`config.mk`:
```
export PLATFORM = sky130hd
export DESIGN_NAME = instr_fetch_unit
export DESIGN_NICKNAME = d
export VERILOG_FILES = /design/src/rtl/core_pkg.sv /design/src/rtl/ifu_fifo.sv /design/src/rtl/instr_fetch_unit.sv
export SDC_FILE = /design/constraint.sdc
export NUM_CORES = 1
export LEC_CHECK = 0
export ABC_CLOCK_PERIOD_IN_PS = 6250
export BUFFER_PORTS_ARGS = -buffer_cell sky130_fd_sc_hd__buf_2
export CORE_ASPECT_RATIO = 0.75
export CORE_MARGIN = 5
export CORE_UTILIZATION = 34
export DETAILED_ROUTE_END_ITERATION = 16
export GPL_TIMING_DRIVEN = 0
export SLEW_MARGIN = 25
export SYNTH_ARGS = -nofsm -noshare
export SYNTH_HDL_FRONTEND = slang
export SYNTH_HIERARCHICAL = 1
export SYNTH_SLANG_ARGS = --single-unit
```
`constraint.sdc`:
```
create_clock -name clk -period 6.25 [get_ports clk]
set_input_delay 1.25 -clock clk [delete_from_list [all_inputs] [get_ports clk]]
set_output_delay 1.25 -clock clk [all_outputs]
set_load 0.02 [all_outputs]
```
`src/rtl/core_pkg.sv`:
```
`default_nettype none
// ============================================================================
// Module      : core_pkg
// Description : Types and constants shared by the fetch unit and the control
//               unit: fetch FSM state encoding, the canonical NOP, and RV32
//               instruction-field bit positions.
// Revision    : 1.0 - initial release
// ============================================================================
package core_pkg;

  // Fetch unit FSM states
  typedef enum logic [1:0] {
    FETCH = 2'b00,
    DRAIN = 2'b01,
    HALT  = 2'b10
  } ifu_state_t;

  // addi x0, x0, 0
  localparam logic [31:0] NOP_INSTR = 32'h0000_0013;

  localparam int INSTR_W = 32;

  // RV32 field positions consumed by the decoder
  localparam int OP_LSB       = 0;
  localparam int OP_MSB       = 6;
  localparam int FUNCT3_LSB   = 12;
  localparam int FUNCT3_MSB   = 14;
  localparam int FUNCT7_5_BIT = 30;

endpackage
`default_nettype wire

```
`src/rtl/ifu_fifo.sv`:
```
`default_nettype none
// ============================================================================
// Module      : ifu_fifo
// Description : Synchronous FIFO holding fetched {instruction, pc} pairs.
//               The head entry is read straight from the storage registers.
//               Flush has priority over push and pop. Push while full is
//               accepted when a pop happens in the same cycle.
// Ports       : clk, rst        - clock, asynchronous active-high reset
//               flush           - discard all entries
//               push, push_data - write an entry
//               pop             - remove the head entry
//               head            - current head entry (valid when !empty)
//               full, empty     - status flags
//               count           - number of stored entries
// Revision    : 1.0 - initial release
// ============================================================================
module ifu_fifo #(
  parameter int WIDTH = 64,
  parameter int DEPTH = 2
) (
  input  logic                   clk,
  input  logic                   rst,
  input  logic                   flush,
  input  logic                   push,
  input  logic [WIDTH-1:0]       push_data,
  input  logic                   pop,
  output logic [WIDTH-1:0]       head,
  output logic                   full,
  output logic                   empty,
  output logic [$clog2(DEPTH):0] count
);

  localparam int AW = $clog2(DEPTH);

  logic [WIDTH-1:0] mem [DEPTH];
  logic [AW-1:0]    wr_ptr;
  logic [AW-1:0]    rd_ptr;
  logic [AW:0]      cnt;
  logic             do_push;
  logic             do_pop;

  assign do_pop  = pop && !empty;
  assign do_push = push && (!full || do_pop);

  always_ff @(posedge clk or posedge rst) begin
    if (rst) begin
      wr_ptr <= '0;
      rd_ptr <= '0;
      cnt    <= '0;
    end else if (flush) begin
      wr_ptr <= '0;
      rd_ptr <= '0;
      cnt    <= '0;
    end else begin
      if (do_push) wr_ptr <= wr_ptr + AW'(1);
      if (do_pop)  rd_ptr <= rd_ptr + AW'(1);
      case ({do_push, do_pop})
        2'b10:   cnt <= cnt + (AW+1)'(1);
        2'b01:   cnt <= cnt - (AW+1)'(1);
        default: cnt <= cnt;
      endcase
    end
  end

  // Storage needs no reset: entries are only observed while counted.
  always_ff @(posedge clk) begin
    if (do_push && !flush) mem[wr_ptr] <= push_data;
  end

  assign head  = mem[rd_ptr];
  assign full  = (cnt == (AW+1)'(DEPTH));
  assign empty = (cnt == '0);
  assign count = cnt;

endmodule
`default_nettype wire

```
`src/rtl/instr_fetch_unit.sv`:
```
`default_nettype none
// ============================================================================
// Module      : instr_fetch_unit
// Description : Holds the PC, issues in-order word fetches over a valid/ready
//               request channel, buffers responses in ifu_fifo and presents
//               the head instruction with pre-sliced decoder fields. A
//               redirect from execute flushes the buffer and discards every
//               response still in flight.
// Config      : IFU_MISALIGN_CHK_EN - when defined, a redirect target with
//               non-zero low bits sets sticky fetch_misalign and halts fetch
//               once in-flight responses have drained.
// Ports       : clk, rst                     - clock, async active-high reset
//               imem_req_valid/ready/addr    - fetch request channel
//               imem_rsp_valid/data          - in-order fetch responses
//               redirect_valid/pc            - taken branch/jump target
//               ins_valid/ready/data/pc      - head instruction to decoder
//               op, funct3, funct7_5         - decoder fields of ins_data
//               fetch_misalign               - sticky misaligned-target flag
// Revision    : 1.0 - initial release
// ============================================================================
module instr_fetch_unit
  import core_pkg::*;
#(
  parameter int              XLEN       = 32,
  parameter logic [XLEN-1:0] RESET_PC   = '0,
  parameter int              FIFO_DEPTH = 2
) (
  input  logic            clk,
  input  logic            rst,
  output logic            imem_req_valid,
  input  logic            imem_req_ready,
  output logic [XLEN-1:0] imem_req_addr,
  input  logic            imem_rsp_valid,
  input  logic [31:0]     imem_rsp_data,
  input  logic            redirect_valid,
  input  logic [XLEN-1:0] redirect_pc,
  output logic            ins_valid,
  input  logic            ins_ready,
  output logic [31:0]     ins_data,
  output logic [XLEN-1:0] ins_pc,
  output logic [6:0]      op,
  output logic [2:0]      funct3,
  output logic            funct7_5,
  output logic            fetch_misalign
);

  localparam int CNT_W = $clog2(FIFO_DEPTH) + 1;
  localparam int FW    = INSTR_W + XLEN;

  ifu_state_t       state, state_n;
  logic [XLEN-1:0]  pc, pc_n;
  logic [CNT_W-1:0] outstanding, outstanding_n;
  logic [CNT_W-1:0] drop, drop_n;
  logic [CNT_W-1:0] out_adj;
  logic             active;

  logic             req_fire;
  logic             rsp_any;
  logic [XLEN-1:0]  rsp_pc;

  logic             fifo_flush;
  logic             fifo_push;
  logic             fifo_pop;
  logic [FW-1:0]    fifo_head;
  logic             fifo_empty;
  logic [CNT_W-1:0] fifo_count;
  logic             unused_fifo_full;

`ifdef IFU_MISALIGN_CHK_EN
  logic             misalign, misalign_n;
`else
  logic             unused_redirect_lsbs;
  assign unused_redirect_lsbs = ^redirect_pc[1:0];
`endif

  // Requests start only in the first cycle after reset is released.
  always_ff @(posedge clk or posedge rst) begin
    if (rst) active <= 1'b0;
    else     active <= 1'b1;
  end

  assign imem_req_valid = active && (state == FETCH) &&
                          (({1'b0, outstanding} + {1'b0, fifo_count}) <
                           (CNT_W+1)'(FIFO_DEPTH));
  assign imem_req_addr  = pc;
  assign req_fire       = imem_req_valid && imem_req_ready;
  assign rsp_any        = imem_rsp_valid && (outstanding != '0);

  // In FETCH all outstanding requests are consecutive words ending just
  // below pc, so the oldest one (the one now answering) is pc - 4*outstanding.
  assign rsp_pc = pc - ({{(XLEN-CNT_W){1'b0}}, outstanding} << 2);

  // Outstanding count after this cycle's request and response handshakes.
  assign out_adj = outstanding + CNT_W'(req_fire) - CNT_W'(rsp_any);

  always_comb begin
    state_n       = state;
    pc_n          = pc;
    outstanding_n = outstanding;
    drop_n        = drop;
    fifo_flush    = 1'b0;
    fifo_push     = 1'b0;
`ifdef IFU_MISALIGN_CHK_EN
    misalign_n    = misalign;
`endif
    if (state != HALT) begin
      if (redirect_valid) begin
        // Everything in flight, including a request accepted this cycle,
        // belongs to the wrong path; a response arriving now is discarded.
        fifo_flush    = 1'b1;
        pc_n          = {redirect_pc[XLEN-1:2], 2'b00};
        outstanding_n = out_adj;
        drop_n        = out_adj;
        state_n       = (out_adj != '0) ? DRAIN : FETCH;
`ifdef IFU_MISALIGN_CHK_EN
        if (redirect_pc[1:0] != 2'b00) misalign_n = 1'b1;
        if (misalign_n && (out_adj == '0)) state_n = HALT;
`endif
      end else begin
        if (req_fire) pc_n = pc + XLEN'(4);
        outstanding_n = out_adj;
        if (rsp_any) begin
          if (drop != '0) drop_n = drop - CNT_W'(1);
          else            fifo_push = 1'b1;
        end
        if ((state == DRAIN) && (drop_n == '0)) begin
`ifdef IFU_MISALIGN_CHK_EN
          state_n = misalign ? HALT : FETCH;
`else
          state_n = FETCH;
`endif
        end
      end
    end
  end

  always_ff @(posedge clk or posedge rst) begin
    if (rst) begin
      state       <= FETCH;
      pc          <= RESET_PC;
      outstanding <= '0;
      drop        <= '0;
    end else begin
      state       <= state_n;
      pc          <= pc_n;
      outstanding <= outstanding_n;
      drop        <= drop_n;
    end
  end

`ifdef IFU_MISALIGN_CHK_EN
  always_ff @(posedge clk or posedge rst) begin
    if (rst) misalign <= 1'b0;
    else     misalign <= misalign_n;
  end
  assign fetch_misalign = misalign;
`else
  assign fetch_misalign = 1'b0;
`endif

  ifu_fifo #(
    .WIDTH (FW),
    .DEPTH (FIFO_DEPTH)
  ) u_fifo (
    .clk       (clk),
    .rst       (rst),
    .flush     (fifo_flush),
    .push      (fifo_push),
    .push_data ({imem_rsp_data, rsp_pc}),
    .pop       (fifo_pop),
    .head      (fifo_head),
    .full      (unused_fifo_full),
    .empty     (fifo_empty),
    .count     (fifo_count)
  );

  assign ins_valid = (state != HALT) && !fifo_empty;
  assign fifo_pop  = ins_valid && ins_ready;

  // Head outputs read as zero when nothing is presented.
  assign ins_data  = ins_valid ? fifo_head[FW-1:XLEN] : '0;
  assign ins_pc    = ins_valid ? fifo_head[XLEN-1:0]  : '0;
  assign op        = ins_data[OP_MSB:OP_LSB];
  assign funct3    = ins_data[FUNCT3_MSB:FUNCT3_LSB];
  assign funct7_5  = ins_data[FUNCT7_5_BIT];

endmodule
`default_nettype wire

```
After elaboration in Yosys (flattened, before gate mapping)
Memory sizes are Yosys's and may differ from the RTL's. Index checks and enable logic that the tools add are counted.

Memories kept: 1. Memory bits (writable): 128. Register bits after elaboration: 43.

Memories: u_fifo.mem (depth 2, bits a word 64, read ports 1, clocked after memory_dff 0, write ports 1, line ifu_fifo.sv:35) `logic [WIDTH-1:0] mem [DEPTH];`.

Reduce and logical (&&, ||, !) cells: 27. Magnitude comparators: 1. Equality and inequality tests: 5. $add $sub $neg: 10. Multiplexer cells: 26.

Operators with widths (number): two-way mux 32 bit (4); adder 32 x 3 -> 32 bit, second input constant (1); subtractor 32 x 4 -> 32 bit (1); two-way mux 2 bit (8); nonzero test 2 bit (7); two-way mux 1 bit (13); logical AND 1 bit (10); zero test 2 bit (3); equality test 2 x 1 -> 1 bit, second input constant (2); equality test 2 bit, second input constant (2); one-hot mux 2 bit (2 select lines) (1); AND reduction 2 bit (2); subtractor 2 x 1 -> 2 bit, second input constant (2); adder 2 x 2 -> 3 bit (1); zero test 1 bit (3); < comparator 3 x 2 -> 1 bit, second input constant (1); nonzero test 3 bit (1); adder 1 bit, second input constant (2); adder 2 x 1 -> 2 bit (1); adder 2 x 1 -> 2 bit, second input constant (1); != test 2 bit, second input constant (1); subtractor 2 x 1 -> 2 bit (1); logical OR 1 bit (1).

Logic depth before layout (Yosys ltp)
Gate-level depths: netlist of run 1.

Depth after elaboration: 10. Gate-level depth with buffers: 12. Mapped depth without buffers: 12.

Modules after synthesis
Netlist of run 1, hierarchy kept.

Modules (own cells, without submodules): ifu_fifo (seq. area each 3943.8 um^2, cells each 229, instances 1, area an instance 4859.7 um^2); instr_fetch_unit (seq. area each 900.9 um^2, cells each 401, instances 1, area an instance 3216.8 um^2).

Least setup slack after synthesis of run 1
No wires, ideal clock.

Path type: input to register. Start: input redirect_valid. End: memory u_fifo.mem[0][0], enable pin. Data required time: 5685 ps. Setup time: 565 ps. Data arrival time: 6408 ps. Path buffers: 2. Stages on the path: 5. Path slack: -722 ps. Cell sequence: clkbuf_1 nor4_1 clkbuf_1 nand2_1 nor3_1.

Cells in the longest elaborated chain, start to end: 6. Elaborated cells between the ends (all ways): 9.

RTL lines: from (decl) (line instr_fetch_unit.sv:35) `input logic redirect_valid,`; two-way mux 1 bit (line instr_fetch_unit.sv:107) `if (redirect_valid) begin`; two-way mux 1 bit (line instr_fetch_unit.sv:106) `if (state != HALT) begin`; net fifo_push (line instr_fetch_unit.sv:62) `logic fifo_push;`; logical AND 1 bit (line ifu_fifo.sv:43) `assign do_push = push && (!full || do_pop);`; logical AND 1 bit (line ifu_fifo.sv:67) `if (do_push && !flush) mem[wr_ptr] <= push_data;`; two-way mux 1 bit (line ifu_fifo.sv:67); two-way mux 1 bit (implied by the code) (line ifu_fifo.sv:67); to (decl) (line ifu_fifo.sv:35).

The timed path passes the listed nets, and every way through them passes these cells.

Final worst setup path of run 1
Start: register u_fifo.cnt[0] (netlist: u_fifo/count[0]). End: output ins_data[30].

Cells in the longest elaborated chain, start to end: 4.

RTL lines: from (decl) (line ifu_fifo.sv:38) `logic [AW:0] cnt;`; from (signal assigned) (line ifu_fifo.sv:58) `2'b10: cnt <= cnt + (AW+1)'(1);`; from (signal assigned) (line ifu_fifo.sv:59) `2'b01: cnt <= cnt - (AW+1)'(1);`; from (signal assigned) (line ifu_fifo.sv:60) `default: cnt <= cnt;`; zero test 2 bit (line ifu_fifo.sv:72) `assign empty = (cnt == '0);`; net fifo_empty (line instr_fetch_unit.sv:65) `logic fifo_empty;`; zero test 1 bit (line instr_fetch_unit.sv:177) `assign ins_valid = (state != HALT) && !fifo_empty;`; logical AND 1 bit (line instr_fetch_unit.sv:177); two-way mux 32 bit (line instr_fetch_unit.sv:181) `assign ins_data = ins_valid ? fifo_head[FW-1:XLEN] : '0;`; to (decl) (line instr_fetch_unit.sv:39) `output logic [31:0] ins_data,`.

The timed path passes the listed nets, and every way through them passes these cells.

==> results of run 1 <==
## area by class of cell
cell class | count | share of cell area
flip-flops and latches | 168 | 0.481
multi-input cells | 399 | 0.290
repair buffers | 181 | 0.0970
clock buffers | 18 | 0.0426
well taps | 300 | 0.0372
plain buffers | 51 | 0.0284
clock inverters | 14 | 0.0182
inverters | 17 | 0.00633
## how the worst min path moves through the flow
stage                  start       end  slack [ps]  cells after the start
CTS                 state[0]  state[0]         550                      2
global route        state[0]  state[0]         590                      2
global placement    state[0]  state[0]         540                      2
finish              state[0]  state[0]         550                      2
floorplan           state[0]  state[0]         510                      2
detailed placement  state[0]  state[0]         530                      2
## cell usage in the layout, fill, tap and decap left out, types with 4 or more instances in the layout
cell       instances
a21oi_1            5
and2_1             4
and3_1             5
buf_2            181
buf_4             15
buf_6              6
clkbuf_1          26
clkbuf_16         17
conb_1             8
dfrtp_1           40
edfxtp_1         128
ha_1               5
inv_1             16
inv_6              6
mux2_2            66
nand2_1           44
nand3_1           13
nand4_1            7
nor2_1            19
nor2b_1           65
nor3_1            11
nor3_2             6
nor4_1             7
o21ai_0           33
or3_1              5
xnor2_1           24
xor2_1            34
## power by group through the flow
stage	registers, uW	logic, uW	clock network (uW)
finish	1350	581	1100
global route	1360	639	1170
CTS	1350	588	1130
detailed placement	1380	585	0
global placement	1380	566	0
floorplan	1390	363	0
## layer usage
layer	GRT usage	vias up	wire length (um)
met3	0.0355	5	1050
met1	0.212	2581	9940
li1	-	2618	-
met4	0.0278	0	61
met5	0	-	0
met2	0.214	160	8230
## flip-flops by register name (all words and copies together), names as in the netlist
register / flops
active: 1
drop: 2
imem_req_addr: 30
outstanding: 2
state: 1
u_fifo/count: 2
u_fifo/mem: 128
u_fifo/rd_ptr: 1
u_fifo/wr_ptr: 1
## tightest hold or removal path: stages (launching register included)
cell,delay [ps]
dfrtp_1,370
o21ai_0,70
mux2i_1,70
## metrics by stage
step | setup TNS, ps | hold WS [ps] | cells
5_1_grt | 0 | 595 | 1148
6_report | 0 | 549 | 1148
4_1_cts | 0 | 548 | 1148
3_3_place_gp | -56330 | 535 | 1109
2_1_floorplan | 0 | 510 | 635
3_5_place_dp | 0 | 533 | 1116
==> flow_summary.ini, run 1 <==
[critical_path]
critPathMaxFanout = 10
cp.required_ps = 5000
cp-start-kind = flop
cp_top_family = buffers and inverters
crit_cells = 6
reg2reg_from = u_fifo/count[0]
reg2reg_to = state[0]
slowest_stage = clkbuf_1
path_buf_inv = 4
cp.arrival_ps = 2630
rr_worst_depth = 12
endpoint_kind = output port
cpPeakStageDelay_ps = 490
worst_path_most_repeated_cell = clkbuf_1
crit_start = u_fifo/count[0]
setup.worst_path.end = ins_data[30]
crit_type = flop to output port
path_cells = nor2_1, clkbuf_1, clkbuf_1, nor2b_1, buf_4, buf_2
r2r_slack_ps = 3000

[cells_and_area]
multi_input_area_mm2 = 0.00292
layout.area.seq_mm2 = 0.00484
fill_cells = 2239
area_delta_synth_final_pct = 24.9
nNetsFinal = 912
finish.utilization = 0.435
drive_gt1_frac = 0.384
final_area_mm2 = 0.0101
n_antenna_cell = 0

[power]
leakage_uw = 0.00399
p_comb_frac = 0.191
total_power_uw = 3030
switchingPower_uw = 876
switching_share = 0.289
internal-power_uw = 2160
p_per_area_mw_per_mm2 = 301
ir_worst_vdd_mv = 0.175
pwr-share-seq = 0.446
clockPowerShare = 0.362

[placed_design]
post_dp_cell_area_mm2 = 0.00946
place_hpwl_um = 14400
place_ws_ps = 2290
place_congestion = 0.787
io_buffers = 174

[run_status]
status = complete, no violations

[global_routing]
antenna_found_initial = 0
grt_usage = 0.143
grt_max_degree = 34
grt_pass1_vias = 5445
grt_remaining_overflow = 0
grt_pass1_wl_um = 30200

[clocking]
cts_resized = 0
post_cts_buffers = 0
htreeDepth = 4
cts_buffers = 17
clk_path_buf_depth = 2
clock_latency_ps = 420
cts_tree = built
clock-sinks = 168
path_clk_slew_ps = 70
holdBufCountCts = 0
cts-root-buf = clkbuf_16

[routing]
drtIter0Drc = 340
dr.pass1.iters = 5
vias_per_cell = 4.67
wl_um = 19300
drc = 0
wl_per_cell_um = 16.8
antenna_left = 0
vias = 5364

[sta]
slew_headroom = 0.451
post-route-min-period_ps = 3880
tightest_slew_ps = 822
period_share = 0.621
hold_viol_final = 0
setup_viol = 0
skew_ps = 13.6
drv_slew = 0
worst_slack_ps = 2370
rsz0062_at_grt = false
max_freq_ghz = 0.257

[yosys]
syn_inst = 629
syn_area_per_cell_um2 = 12.8
synth_warnings = 6
syn_area_mm2 = 0.00807

[floorplan]
dieWidth_um = 188
rows = 48
io_pins = 180
initial_core_util = 0.348
coreArea_mm2 = 0.0232
die_area_mm2 = 0.0270
chipHeight_um = 143

[hold_path]
hp-class = flop to flop

[job]
maxCapViolCount = 0
Note: power is estimated with default switching activity, not from simulation.
==> run 2, diff against run 1 <==
--- a/config.mk
+++ b/config.mk
@@ -5,7 +5,7 @@
 export SDC_FILE = /design/constraint.sdc
 export NUM_CORES = 1
 export LEC_CHECK = 0
-export ABC_CLOCK_PERIOD_IN_PS = 6250
+export ABC_CLOCK_PERIOD_IN_PS = 3200
 export BUFFER_PORTS_ARGS = -buffer_cell sky130_fd_sc_hd__buf_2
 export CORE_ASPECT_RATIO = 0.75
 export CORE_MARGIN = 5
==> constraint.sdc (replaced) <==
create_clock -name clk -period 3.2 [get_ports clk]
set_input_delay 0.64 -clock clk [delete_from_list [all_inputs] [get_ports clk]]
set_output_delay 0.64 -clock clk [all_outputs]
set_load 0.02 [all_outputs]
==> run 2 against run 1 <==
  * Sequential power grew 96%
  * Die area is the same
  * Power up 90%
  * Hold slack worse by 420 ps
  * Clock skew about the same
  * Critical path depth increased by 1
  * Count of clock-buffer cells in the layout unchanged
  * Worst setup slack worse by 2200 ps
  * Sequential share of layout area about the same
  * First-iteration DRC count decreased by 7.4%
  * Core utilization hardly changed
  * Largest cell class unchanged
  * Largest power group unchanged
==> flow_summary.ini, run 2 (synthesis results as in run 1) <==
[global_routing]
grt_max_degree = 37
grt_pass1_vias = 5617
grt_remaining_overflow = 0
grt_usage = 0.146
antenna_found_initial = 1
grt_pass1_wl_um = 30800

[critical_path]
cp-start-kind = flop
endpoint_kind = flop
cp.required_ps = 3540
slowest_stage = nor3b_1
critPathMaxFanout = 6
cpPeakStageDelay_ps = 690
crit_type = flop to flop
path_cells = and2_1, fa_1, or4b_4, nor3b_1, nand4_1, xor2_1, o21ai_0
cp.arrival_ps = 3350

[sta]
rsz0062_at_grt = false
slew_headroom = 0.370
whs_ps = 127
tightest_slew_ps = 938
post-route-min-period_ps = 3010
hold_viol_final = 0
setup-tns-final_ps = 0
setup_viol = 0
max_freq_ghz = 0.333
skew_ps = 14.1
drv_slew = 0
period_share = 0.940

[clocking]
clock_latency_ps = 420
clock-sinks = 168
cts_buffers = 17
cts_tree = built
htreeDepth = 4
clk_path_buf_depth = 2
holdBufCountCts = 0
path_clk_slew_ps = 70
cts-root-buf = clkbuf_16

[floorplan]
coreArea_mm2 = 0.0232
dieWidth_um = 188
chipHeight_um = 143
rows = 48
io_pins = 180
die_area_mm2 = 0.0270
initial_core_util = 0.348

[run_status]
status = complete, no violations

[placed_design]
place_congestion = 0.816
io_buffers = 174
place_hpwl_um = 14300
post_dp_cell_area_mm2 = 0.00949

[routing]
vias = 5348
highest_layer = met4
wl_met1_um = 9690
drtIter0Drc = 315
wl_um = 19100
antenna_left = 0
drc = 0
wl_met2_um = 8170
wl_met3_um = 1140
dr.pass1.iters = 4
wl_per_cell_um = 16.6
vias_per_cell = 4.65

[power]
leakage_uw = 0.00399
ir_worst_vdd_mv = 0.307
p_per_area_mw_per_mm2 = 571
total_power_uw = 5770

[cells_and_area]
top_register = u_fifo/mem
area_delta_synth_final_pct = 25.0
nNetsFinal = 914
drive_gt1_frac = 0.396
layout_commonest_cell = buf_2
multi_input_area_mm2 = 0.00293
final_area_mm2 = 0.0101
layout.area.seq_mm2 = 0.00485
largest_reg_flops = 128
fill_cells = 2208
layout_common_cells = buf_2, edfxtp_1, mux2_2, nor2b_1, nand2_1

[job]
maxCapViolCount = 0

[hold_path]
hp-class = input port to async pin
run 2: area by class of cell:
class | count | area share
diodes | 1 | 0.000248
plain buffers | 51 | 0.0310
clock buffers | 18 | 0.0425
clock inverters | 14 | 0.0136
inverters | 17 | 0.00657
multi-input cells | 399 | 0.291
flip-flops and latches | 168 | 0.480
well taps | 300 | 0.0372
repair buffers | 183 | 0.0981
run 2: path summary, 6_finish.rpt:
kind | start | to | slack, ps | cells past startpoint
worst min-delay path | rst | u_fifo/rd_ptr | 130 | 2
worst min register to register | state[0] | state[0] | 560 | 2
worst max-delay path | outstanding[0] | imem_req_addr[24] | 190 | 7
min in group clk | imem_rsp_data[26] | u_fifo/mem[1][58] | 400 | 1
worst max register to register | outstanding[0] | imem_req_addr[24] | 190 | 7
max in group asynchronous | rst | outstanding[0] | 2640 | 3
run 2: power by group:
group / switching (uW) / internal, uW
Combinational: 705 / 446
Clock: 877 / 1090
Sequential: 113 / 2540
Total: 1690 / 4070
run 2: critical path: cells and delay by family, from the launching register on:
family          cells  cell delay [ps]
compound gates      1              150
flops               1              440
fa+ha+maj           1              440
xor+xnor            1              210
simple gates        4             1680
run 2: stage by stage:
step                      cells   util  setup WS (ps)
after global routing       1151  0.435           8.91
after floorplan             635      -          -41.0
final                      1151  0.435            194
after global placement     1109  0.405          -1450
after CTS                  1148  0.434           82.5
after detailed placement   1116  0.410          -5.60
run 2: layer usage:
layer / up-vias / GRT usage
met5: - / 0
met4: 0 / 0.0332
met3: 10 / 0.0415
met2: 171 / 0.216
met1: 2545 / 0.213
li1: 2622 / -
run 2: repair_timing:
action,CTS,global route
setup buffers,0,2
pin swaps,0,2
gates resized for setup,4,4
endpoints found under the setup margin,47,6
==> run 3, diff against run 2 <==
--- a/config.mk
+++ b/config.mk
@@ -9,9 +9,10 @@
 export BUFFER_PORTS_ARGS = -buffer_cell sky130_fd_sc_hd__buf_2
 export CORE_ASPECT_RATIO = 0.75
 export CORE_MARGIN = 5
-export CORE_UTILIZATION = 34
+export CORE_UTILIZATION = 49
 export DETAILED_ROUTE_END_ITERATION = 16
 export GPL_TIMING_DRIVEN = 0
+export PLACE_DENSITY = 0.76
 export SLEW_MARGIN = 25
 export SYNTH_ARGS = -nofsm -noshare
 export SYNTH_HDL_FRONTEND = slang
==> run 3 against run 2 <==
  * Power down 0.26%
  * Combinational power about the same
  * Worst setup slack worse by 15 ps
  * Non-clock buffer count unchanged
  * Critical path depth up 1
  * Highest routed layer unchanged
  * Clock power down 2%
  * First-iteration DRC count up 14%
  * Largest power group unchanged
==> flow_summary.ini, run 3 (synthesis results as in run 1) <==
[global_routing]
grt_pass1_wl_um = 28500
grt.met1_usage = 0.274
grtUsageMet2 = 0.310
busiest_layer = met2
grt_usage = 0.196
antenna_found_initial = 0
grt_remaining_overflow = 0
gr-usage-met3 = 0.0492
grt_max_degree = 37
grt_pass1_vias = 5425

[power]
switchingPower_uw = 1680
total_power_uw = 5750
p_per_area_mw_per_mm2 = 577
ir_worst_vdd_mv = 0.377
p_comb_frac = 0.205
pwr-share-seq = 0.460
internal-power_uw = 4070
switching_share = 0.292
leakage_uw = 0.00397
clockPowerShare = 0.335

[routing]
drtIter0Drc = 358
vias_per_cell = 5.22
antenna_left = 0
dr.pass1.iters = 5
wl_per_cell_um = 17.7
wl_um = 18800
vias = 5523
drc = 0

[placed_design]
io_buffers = 174
place_congestion = 0.832
place_hpwl_um = 13700
dp.cells = 1026

[floorplan]
coreArea_mm2 = 0.0161
die_area_mm2 = 0.0192
dieWidth_um = 158
initial_core_util = 0.501
chipHeight_um = 121
rows = 40
io_pins = 180

[clocking]
cts_tree = built
clock_latency_ps = 430
holdBufCountCts = 0
clk_path_buf_depth = 2
cts-root-buf = clkbuf_16
htreeDepth = 4
clock-sinks = 168
cts_buffers = 17
path_clk_slew_ps = 60

[critical_path]
crit_type = flop to flop
endpoint_kind = flop
critPathMaxFanout = 10
path_buf_inv = 1
cp_top_family = simple AND/OR/NAND/NOR gates
cpPeakStageDelay_ps = 580
slowest_stage = or4b_4
cp.arrival_ps = 3310
cp.required_ps = 3490
path_cells = and2_1, fa_1, or4b_4, inv_4, nand3_1, nor4_1, xnor2_1, o21ai_1
cp-start-kind = flop

[sta]
setup_viol = 0
drv_slew = 0
slew_headroom = 0.542
rsz0062_at_grt = false
post-route-min-period_ps = 3020
whs_ps = 132
hold_viol_final = 0
tightest_slew_ps = 684
period_share = 0.944
max_freq_ghz = 0.331
skew_ps = 10.3

[hold_path]
hp-class = input port to async pin

[cells_and_area]
n_antenna_cell = 0
area_delta_synth_final_pct = 23.4
final_cells = 1058
drive_gt1_frac = 0.396
top_register = u_fifo/mem
nNetsFinal = 914
largest_reg_flops = 128
layout_common_cells = buf_2, edfxtp_1, mux2_2, nor2b_1, nand2_1
layout_commonest_cell = buf_2
finish.utilization = 0.618

[job]
maxCapViolCount = 0

[run_status]
status = complete, no violations
## run 3: stage by stage
| step | setup slack, ps | instance area [um2] | setup TNS, ps |
|---|---|---|---|
| 2_1_floorplan | -41.0 | 8140 | -2630 |
| 3_3_place_gp | -1390 | 9280 | -106500 |
| 3_5_place_dp | 6.83 | 9380 | 0 |
| 4_1_cts | 34.4 | 9940 | 0 |
| 5_1_grt | 44.2 | 9960 | 0 |
| 6_report | 179 | 9960 | 0 |
## run 3: routing by layer
metal,wire [um],vias to the layer above
met5,0,-
li1,-,2629
met1,8430,2679
met2,8790,197
met4,146,0
met3,1400,18
## run 3: worst paths after layout
path	start	endpoint	slack (ps)	cells past startpoint
max reg2reg	u_fifo/count[0]	imem_req_addr[31]	180	8
min in group clk	imem_rsp_data[29]	u_fifo/mem[0][61]	400	1
min	rst	u_fifo/wr_ptr	130	2
max	u_fifo/count[0]	imem_req_addr[31]	180	8
max in group asynchronous	rst	imem_req_addr[20]	2610	3
min reg2reg	u_fifo/count[0]	u_fifo/count[0]	550	1
## run 3: timing repair
action / 4_1_cts / 5_1_grt
setup endpoints to repair: 6 / 10
buffers inserted: 1 / 1
hold endpoints to repair: 0 / 0
resized for setup: 2 / 5
pin swaps: 1 / 2
## run 3: power groups by stage
stage,Combinational [uW],Clock [uW],Sequential [uW]
2_1_floorplan,717,0,2710
3_3_place_gp,1100,0,2690
3_5_place_dp,1130,0,2690
4_1_cts,1170,1950,2650
5_1_grt,1290,2050,2670
6_report,1180,1930,2650
## run 3: layout make-up
class	instances	area [um2]
Fill cell	1299	6150
Sequential cell	168	4850
Multi-Input combinational cell	399	2940
Timing Repair Buffer	183	986
Clock buffer	17	425
Buffer	51	313
Tap cell	210	263
Clock inverter	13	124
Inverter	17	66.3
